## config.mk

```make
export PLATFORM = sky130hd
export DESIGN_NAME = uart_rx_fifo
export DESIGN_NICKNAME = d
export VERILOG_FILES = /design/src/rtl/uart_pkg.sv /design/src/rtl/uart_fifo_mem.sv /design/src/rtl/uart_rx_fifo.sv
export SDC_FILE = /design/constraint.sdc
export NUM_CORES = 1
export LEC_CHECK = 0
export BUFFER_PORTS_ARGS = -buffer_cell sky130_fd_sc_hd__buf_2
export CAP_MARGIN = 20
export CORE_UTILIZATION = 53
export CTS_BUF_LIST = sky130_fd_sc_hd__clkbuf_8
export CTS_CLUSTER_SIZE = 16
export DETAILED_ROUTE_END_ITERATION = 7
export PLACE_DENSITY = 0.81
export SETUP_SLACK_MARGIN = 0.05
export SYNTH_ARGS = -nofsm -noshare
export SYNTH_HDL_FRONTEND = slang
export SYNTH_SLANG_ARGS = --single-unit
```

## constraint.sdc

```tcl
create_clock -name i_clk -period 8.71 [get_ports i_clk]
set_input_delay 0.4355 -clock i_clk [delete_from_list [all_inputs] [get_ports i_clk]]
set_output_delay 0.4355 -clock i_clk [all_outputs]
set_load 0.01 [all_outputs]
```

## src/rtl/uart_pkg.sv

```systemverilog
// Shared constants for the UART receive path: status field layout and default sizing.
package uart_pkg;

  localparam int unsigned StatusWidth = 2;

  // Bit positions inside the per-frame status field {frame error, parity error}
  localparam int unsigned STATUS_PARITY = 0;
  localparam int unsigned STATUS_FRAME  = 1;

  localparam int unsigned DefaultDataLength = 8;
  localparam int unsigned DefaultDepth      = 16;

endpackage

```

## src/rtl/uart_fifo_mem.sv

```systemverilog
// Register-array storage for the receive FIFO: one synchronous write port, one asynchronous read port.
module uart_fifo_mem #(
  parameter int unsigned Width = 10,
  parameter int unsigned Depth = 16,
  localparam int unsigned AddrW = $clog2(Depth)
) (
  input  logic             i_clk,
  input  logic             i_we,
  input  logic [AddrW-1:0] i_waddr,
  input  logic [Width-1:0] i_wdata,
  input  logic [AddrW-1:0] i_raddr,
  output logic [Width-1:0] o_rdata
);

  logic [Width-1:0] mem [Depth];

  // Contents are intentionally not reset; readers qualify with valid.
  always_ff @(posedge i_clk) begin
    if (i_we) mem[i_waddr] <= i_wdata;
  end

  assign o_rdata = mem[i_raddr];

endmodule

```

## src/rtl/uart_rx_fifo.sv

```systemverilog
// First-word-fall-through receive buffer: one {status, data} entry per received frame,
// with edge-detected write, valid/ready read side, occupancy flags and sticky overrun.
module uart_rx_fifo
  import uart_pkg::*;
#(
  parameter int unsigned DataLength  = DefaultDataLength,
  parameter int unsigned Depth       = DefaultDepth,
  parameter int unsigned StatusWidth = uart_pkg::StatusWidth
) (
  input  logic                   i_clk,
  input  logic                   i_rst_n,
  input  logic                   i_wr_en,
  input  logic [DataLength-1:0]  i_wr_data,
  input  logic [StatusWidth-1:0] i_wr_status,
  output logic                   o_rd_valid,
  input  logic                   i_rd_ready,
  output logic [DataLength-1:0]  o_rd_data,
  output logic [StatusWidth-1:0] o_rd_status,
  output logic [$clog2(Depth):0] o_count,
  output logic                   o_full,
  output logic                   o_empty,
  output logic                   o_overrun,
  input  logic                   i_overrun_clr
);

  localparam int unsigned AddrW  = $clog2(Depth);
  localparam int unsigned PtrW   = AddrW + 1;
  localparam int unsigned EntryW = StatusWidth + DataLength;

  logic [PtrW-1:0]   wr_ptr;
  logic [PtrW-1:0]   rd_ptr;
  logic              wr_en_q;
  logic              overrun_q;
  logic              full;
  logic              empty;
  logic              wr_pulse;
  logic              pop;
  logic              push;
  logic              drop;
  logic [EntryW-1:0] rd_entry;

  // Flags come only from the registered pointers
  assign full  = (wr_ptr[AddrW] != rd_ptr[AddrW]) && (wr_ptr[AddrW-1:0] == rd_ptr[AddrW-1:0]);
  assign empty = (wr_ptr == rd_ptr);

  // The receiver holds its write enable for a whole state; only its rising edge is a frame
  assign wr_pulse = i_wr_en & ~wr_en_q;
  assign pop      = ~empty & i_rd_ready;
  assign push     = wr_pulse & (~full | pop);
  assign drop     = wr_pulse & full & ~pop;

  // wr_en_q resets high so a level already asserted at reset release is not taken as a frame
  always_ff @(posedge i_clk or negedge i_rst_n) begin
    if (!i_rst_n) begin
      wr_ptr    <= '0;
      rd_ptr    <= '0;
      wr_en_q   <= 1'b1;
      overrun_q <= 1'b0;
    end else begin
      wr_en_q <= i_wr_en;
      if (push) wr_ptr <= wr_ptr + PtrW'(1);
      if (pop)  rd_ptr <= rd_ptr + PtrW'(1);
      if (drop)               overrun_q <= 1'b1;
      else if (i_overrun_clr) overrun_q <= 1'b0;
    end
  end

  uart_fifo_mem #(
    .Width (EntryW),
    .Depth (Depth)
  ) u_mem (
    .i_clk   (i_clk),
    .i_we    (push),
    .i_waddr (wr_ptr[AddrW-1:0]),
    .i_wdata ({i_wr_status, i_wr_data}),
    .i_raddr (rd_ptr[AddrW-1:0]),
    .o_rdata (rd_entry)
  );

  assign o_rd_valid  = ~empty;
  assign o_rd_data   = rd_entry[DataLength-1:0];
  assign o_rd_status = rd_entry[EntryW-1:DataLength];
  assign o_count     = wr_ptr - rd_ptr;
  assign o_full      = full;
  assign o_empty     = empty;
  assign o_overrun   = overrun_q;

endmodule

```

==> results.sh, run 1 <==
export IMPL_syn_nets=384
export IMPL_grt_pass1_wl_um=21500
export IMPL_synth_avg_cell_area_um2=19.4
export IMPL_cpPeakStageDelay_ps=710
export IMPL_cts_tree="yes"
export IMPL_cp_end_kind="flip-flop"
export IMPL_via_per_inst=6.04
export IMPL_grt_ovfl_total=0
export IMPL_fillers=938
export IMPL_power_switching_mw=0.802
export IMPL_rsz0062_at_grt="false"
export IMPL_slew_headroom=0.305
export IMPL_ant_nets=0
export IMPL_dp_cells=551
export IMPL_wl_per_cell_um=24.3
export IMPL_power_density_nw_per_um2=309
export IMPL_vias=3526
export IMPL_hp_class="in2reg"
export IMPL_start_util=0.548
export IMPL_drive_gt1_frac=0.218
export IMPL_regArea_um2=5110
export IMPL_netlist_area_um2=6980
export IMPL_multi_input_area_um2=1720
export IMPL_cp_required_ps=8790
export IMPL_grt_max_degree=54
export IMPL_power_frac_seq=0.447
export IMPL_critPathArrivalTime_ps=3690
export IMPL_grtUsageTotal=0.233
export IMPL_drv_slew=0
export IMPL_die_w_um=117
export IMPL_drtIter0Drc=327
export IMPL_crit_type="reg2reg"
export IMPL_p_clk_frac=0.218
export IMPL_leakage_nw=2.63
export IMPL_syn_to_final_growth_pct=9.81
export IMPL_dr_pass1_iters=7
export IMPL_diodes=0
export IMPL_crit_chain="buf_4, inv_1, ha_1, and4_1, a31oi_2, nand2_1, nor2_1"
export IMPL_io_pins=34
export IMPL_grt_pass1_vias=3660
export IMPL_route_detailed_drc=0
export IMPL_ir_drop_mv=0.147
export IMPL_fin_tns_setup_ps=0
export IMPL_crit_slowest_cell="nor2_1"
export IMPL_gp_congestion=0.926
export IMPL_cp_start_kind="flip-flop"
export IMPL_numPortBuffers=33
export IMPL_cts_hold_repair_buffers=1
export IMPL_drv_cap=0
export IMPL_ys_types=34
export IMPL_yosysWarningCount=0
export IMPL_std_cell_rows=41
export IMPL_cts_buffers=17
export IMPL_cts_setup_buffers=0
export IMPL_fin_crit_ps=3610
export IMPL_max_clock_freq_mhz=277
export IMPL_dp_hpwl_um=9460
export IMPL_ys_ff_latch=172
export IMPL_syn_inst=359
export IMPL_clock_latency_ps=450
export IMPL_core_area_um2=12700
export IMPL_path_max_fanout=53
export IMPL_cts_buffer_depth=2
export IMPL_path_clk_slew_ps=80
export IMPL_internal_power_mw=1.57
export IMPL_synth_seq_area_share=0.732
export IMPL_status="finished clean"
export IMPL_cts_resized=0
export IMPL_setup_violations_final=0
export IMPL_final_cell_mix="160 x edfxtp_1, 33 x buf_2, 30 x mux2i_1"
export IMPL_finClkSkew_ps=8.32
export IMPL_layout_nets=424
export IMPL_instances_no_fill=584
export IMPL_sw_frac_of_total=0.339
export IMPL_p_comb_frac=0.335
export IMPL_clkSinkCount=172
export IMPL_fp_dieH_um=117
export IMPL_final_common_cell="edfxtp_1"
export IMPL_worst_pin_slew_ps=1040
export IMPL_htree_levels=4
export IMPL_fp_dieArea_um2=13600
export IMPL_root_buffer="clkbuf_8"
export IMPL_grt_antenna_before_repair=0
export IMPL_final_hold_viol_count=0
export IMPL_fin_crit_sh=0.414
export IMPL_routed_wl_um=14200
## stage by stage
stage	utilization	total power [mW]	hold WS (ps)	setup WS [ps]	cell area [um^2]
floorplan	-	1.62	140	5580	6980
global placement	0.573	1.84	335	5290	7280
detailed placement	0.573	1.86	342	5120	7280
CTS	0.602	2.37	56.3	5090	7660
global route	0.602	2.48	61.7	4820	7660
finish	0.602	2.37	85.6	5100	7660
## worst max-delay path, delay by kind of cell, from the launching register on
kind,cells,cell delay [ps]
adders and majority gates,1,360
buffers and inverters,2,790
AOI/OAI and AO/OA,1,460
and+or+nand+nor,3,1260
DFF,1,350
## flip-flops by register name (all words and copies together) (netlist names)
register,flops
o_overrun,1
rd_ptr,5
u_mem.mem,160
wr_en_q,1
wr_ptr,5
## synth_stat cells
cell / n / area share
dfrtp_1: 11 / 0.039
xor2_1: 3 / 0.0038
buf_2: 5 / 0.0036
mux4_1: 13 / 0.049
clkbuf_1: 6 / 0.0032
inv_1: 11 / 0.0059
a22oi_1: 10 / 0.011
nand4_1: 3 / 0.0027
nor3_1: 4 / 0.0029
o22ai_1: 1 / 0.00090
a31oi_2: 1 / 0.0018
and2_2: 1 / 0.0011
a21o_1: 2 / 0.0022
buf_4: 2 / 0.0022
o21ai_0: 2 / 0.0014
and2b_2: 1 / 0.0013
fa_1: 1 / 0.0029
buf_6: 3 / 0.0048
xnor2_1: 10 / 0.013
a32oi_1: 10 / 0.013
nand2_1: 10 / 0.0054
a21oi_1: 3 / 0.0022
and2_1: 1 / 0.00090
ha_1: 9 / 0.016
o21ai_1: 10 / 0.0072
nor2_1: 12 / 0.0065
dfstp_2: 1 / 0.0038
edfxtp_1: 160 / 0.69
mux2i_1: 30 / 0.043
and4_1: 1 / 0.0013
buf_8: 1 / 0.0022
nand3_1: 1 / 0.00072
mux4_2: 17 / 0.055
nand2b_1: 3 / 0.0027
## cells by family after synthesis
group,Yosys count,synth area share
flops,172,0.732
xor+xnor,13,0.0163
compound gates,39,0.0389
buf+inv,28,0.0219
simple gates,37,0.0253
fa+ha+maj,10,0.0190
mux,60,0.147
## final timing paths
check	depth (start not counted)	slack (ps)	to	startpoint
setup / recovery	7	5100	u_mem.mem[5][1]	rd_ptr[1]
hold / removal	1	90	wr_en_q	i_wr_en
setup reg to reg	7	5100	u_mem.mem[5][1]	rd_ptr[1]
hold reg to reg	1	540	rd_ptr[4]	rd_ptr[4]
max in group asynchronous	2	8020	wr_en_q	i_rst_n
min in group asynchronous	2	410	wr_ptr[0]	i_rst_n
## metal layers
layer | vias up | wire length, um | global-route usage
li1 | 1530 | - | -
met1 | 1837 | 5870 | 0.300
met2 | 134 | 7280 | 0.386
met3 | 23 | 743 | 0.0524
met4 | 2 | 262 | 0.0920
met5 | - | 32 | 0.0222
## power groups by stage
stage          Combinational, mW  Clock (mW)  Sequential [mW]
2_1_floorplan              0.612           0             1.01
3_3_place_gp               0.768           0             1.07
3_5_place_dp               0.786           0             1.08
4_1_cts                    0.789       0.527             1.06
5_1_grt                    0.847       0.560             1.07
6_report                   0.793       0.517             1.06
## layout make-up
cell class                      count  area share
Sequential cell                   172       0.667
Clock inverter                     15      0.0175
Clock buffer                       17      0.0305
Multi-Input combinational cell    159       0.225
Timing Repair Buffer               38      0.0268
Tap cell                          172      0.0281
Inverter                           11     0.00539
No activity file was read; power rests on OpenSTA's default activity.
==> run 2, diff against run 1 <==
==> constraint.sdc (replaced) <==
create_clock -name i_clk -period 3.67 [get_ports i_clk]
set_input_delay 0.1835 -clock i_clk [delete_from_list [all_inputs] [get_ports i_clk]]
set_output_delay 0.1835 -clock i_clk [all_outputs]
set_load 0.01 [all_outputs]
==> run 2 against run 1 <==
  * Global-route usage shrank 1.4 points
  * Largest power group unchanged
  * Sequential power is 130% higher
  * Largest cell class unchanged
  * Hold slack improved by 31 ps
  * Cell count is 2.9% higher
==> results.sh, run 2 (synthesis gave the netlist of run 1 again) <==
export IMPL_fp_dieArea_um2=13600
export IMPL_grtUsageTotal=0.219
export IMPL_grt_pass1_wl_um=20300
export IMPL_final_cell_mix="160 x edfxtp_1, 33 x buf_2, 30 x mux2i_1"
export IMPL_reg_top3="u_mem.mem: 160 flops, rd_ptr: 5 flops, wr_ptr: 5 flops"
export IMPL_core_area_um2=12700
export IMPL_fillers=917
export IMPL_cts_buffer_depth=2
export IMPL_power_density_nw_per_um2=731
export IMPL_critPathArrivalTime_ps=2790
export IMPL_htree_levels=4
export IMPL_layout_nets=441
export IMPL_dp_hpwl_um=8870
export IMPL_largest_reg_flops=160
export IMPL_drv_slew=0
export IMPL_power_mw=5.71
export IMPL_whs_ps=116
export IMPL_cp_required_ps=3490
export IMPL_finClkSkew_ps=11.1
export IMPL_clkSinkCount=172
export IMPL_ant_nets=0
export IMPL_final_hold_viol_count=0
export IMPL_rsz0062_at_grt="false"
export IMPL_worstReg2RegEnd="u_mem.mem[15][9]"
export IMPL_min_to="u_mem.mem[2][8]"
export IMPL_gp_congestion=0.900
export IMPL_path_max_fanout=21
export IMPL_status="finished clean"
export IMPL_die_w_um=117
export IMPL_dr_pass1_iters=5
export IMPL_max_clock_freq_mhz=337
export IMPL_setup_violations_final=0
export IMPL_final_common_cell="edfxtp_1"
export IMPL_drtIter0Drc=421
export IMPL_ir_drop_mv=0.396
export IMPL_crit_chain="buf_4, mux4_1, a32oi_1, o21ai_1, buf_2"
export IMPL_fin_crit_sh=0.809
export IMPL_cts_setup_buffers=0
export IMPL_cts_tree="yes"
export IMPL_hold_start="i_wr_status[0]"
export IMPL_route_detailed_drc=0
export IMPL_dp_cells=565
export IMPL_reg2regPathDepth=6
export IMPL_wl_per_cell_um=22.6
export IMPL_instances_no_fill=601
export IMPL_clock_latency_ps=450
export IMPL_grt_pass1_vias=3512
export IMPL_start_util=0.548
export IMPL_diodes=0
export IMPL_cpPeakStageDelay_ps=680
export IMPL_std_cell_rows=41
export IMPL_routed_wl_um=13600
export IMPL_r2r_slack_ps=850
export IMPL_grt_ovfl_total=0
export IMPL_worst_pin_slew_ps=784
export IMPL_io_pins=34
export IMPL_cp_end_kind="output port"
export IMPL_vias=3579
export IMPL_numPortBuffers=33
export IMPL_timing_rr_start="rd_ptr[2]"
export IMPL_path_clk_slew_ps=90
export IMPL_grt_max_degree=53
export IMPL_crit_buf_inv=2
export IMPL_crit_family="multiplexers"
export IMPL_fin_crit_ps=2970
export IMPL_cts_buffers=17
export IMPL_fin_tns_setup_ps=0
export IMPL_drv_cap=0
export IMPL_crit_slowest_cell="mux4_1"
export IMPL_root_buffer="clkbuf_8"
export IMPL_cp_start_kind="flip-flop"
export IMPL_via_per_inst=5.96
export IMPL_fp_dieH_um=117
export IMPL_hold_depth=1
export IMPL_crit_type="reg2out"
export IMPL_leakage_nw=2.72
export IMPL_grt_antenna_before_repair=0
export IMPL_largest_register="u_mem.mem"
export IMPL_slew_headroom=0.477
export IMPL_syn_to_final_growth_pct=12.1
export IMPL_cp_num_cells=5
export IMPL_hp_class="in2reg"
export IMPL_drive_gt1_frac=0.240
run 2: changes by cell type in the layout (fill, tap and decap cells not counted):
cell,delta
buf_4,+14
bufinv_16,+1
clkinv_1,+1
clkinv_2,-3
clkinv_4,-2
clkinvlp_4,+3
dlygate4sd3_1,+3
run 2: worst max-delay path by stage:
| stage | from | endpoint | slack (ps) |
|---|---|---|---|
| 3_5_place_dp | rd_ptr[2] | u_mem.mem[15][1] | 870 |
| 5_1_grt | rd_ptr[0] | o_rd_data[7] | 560 |
| 4_1_cts | rd_ptr[0] | o_rd_data[3] | 670 |
| 6_report | rd_ptr[0] | o_rd_data[3] | 700 |
| 2_1_floorplan | rd_ptr[1] | u_mem.mem[3][0] | 540 |
| 3_3_place_gp | rd_ptr[3] | u_mem.mem[9][3] | 1030 |
run 2: timing repair:
action                    CTS  global route
hold endpoints to repair   14             0
gates resized for setup     0             0
hold buffers                4             0
run 2: report_power, final:
part / total [mW] / internal [mW] / switching, mW
Clock: 1.30 / 0.657 / 0.639
Combinational: 1.98 / 0.862 / 1.11
Sequential: 2.44 / 2.29 / 0.155
Total: 5.71 / 3.81 / 1.91
run 2: routing by layer:
layer / vias to the layer above / wire (um) / share of wire / global-route usage
met1: 1804 / 5600 / 0.41 / 0.287
met3: 20 / 1190 / 0.088 / 0.0721
met5: - / 0 / 0 / 0
li1: 1567 / - / - / -
met2: 188 / 6560 / 0.48 / 0.346
met4: 0 / 215 / 0.016 / 0.0785
run 2: final cells by class:
| type | count | area, um^2 | area share |
|---|---|---|---|
| flip-flops and latches | 172 | 5110 | 0.653 |
| multi-input cells | 159 | 1720 | 0.220 |
| inverters | 11 | 41.3 | 0.00528 |
| repair buffers | 55 | 340 | 0.0435 |
| well taps | 172 | 215 | 0.0275 |
| clock buffers | 17 | 234 | 0.0299 |
| clock inverters | 15 | 158 | 0.0202 |
run 2: stage by stage:
stage	instance area (um^2)	util	setup WS (ps)
final	7820	0.615	699
after global routing	7820	0.615	556
after CTS	7820	0.615	666
after detailed placement	7390	0.581	867
after global placement	7390	0.581	1030
after floorplan	6980	-	539
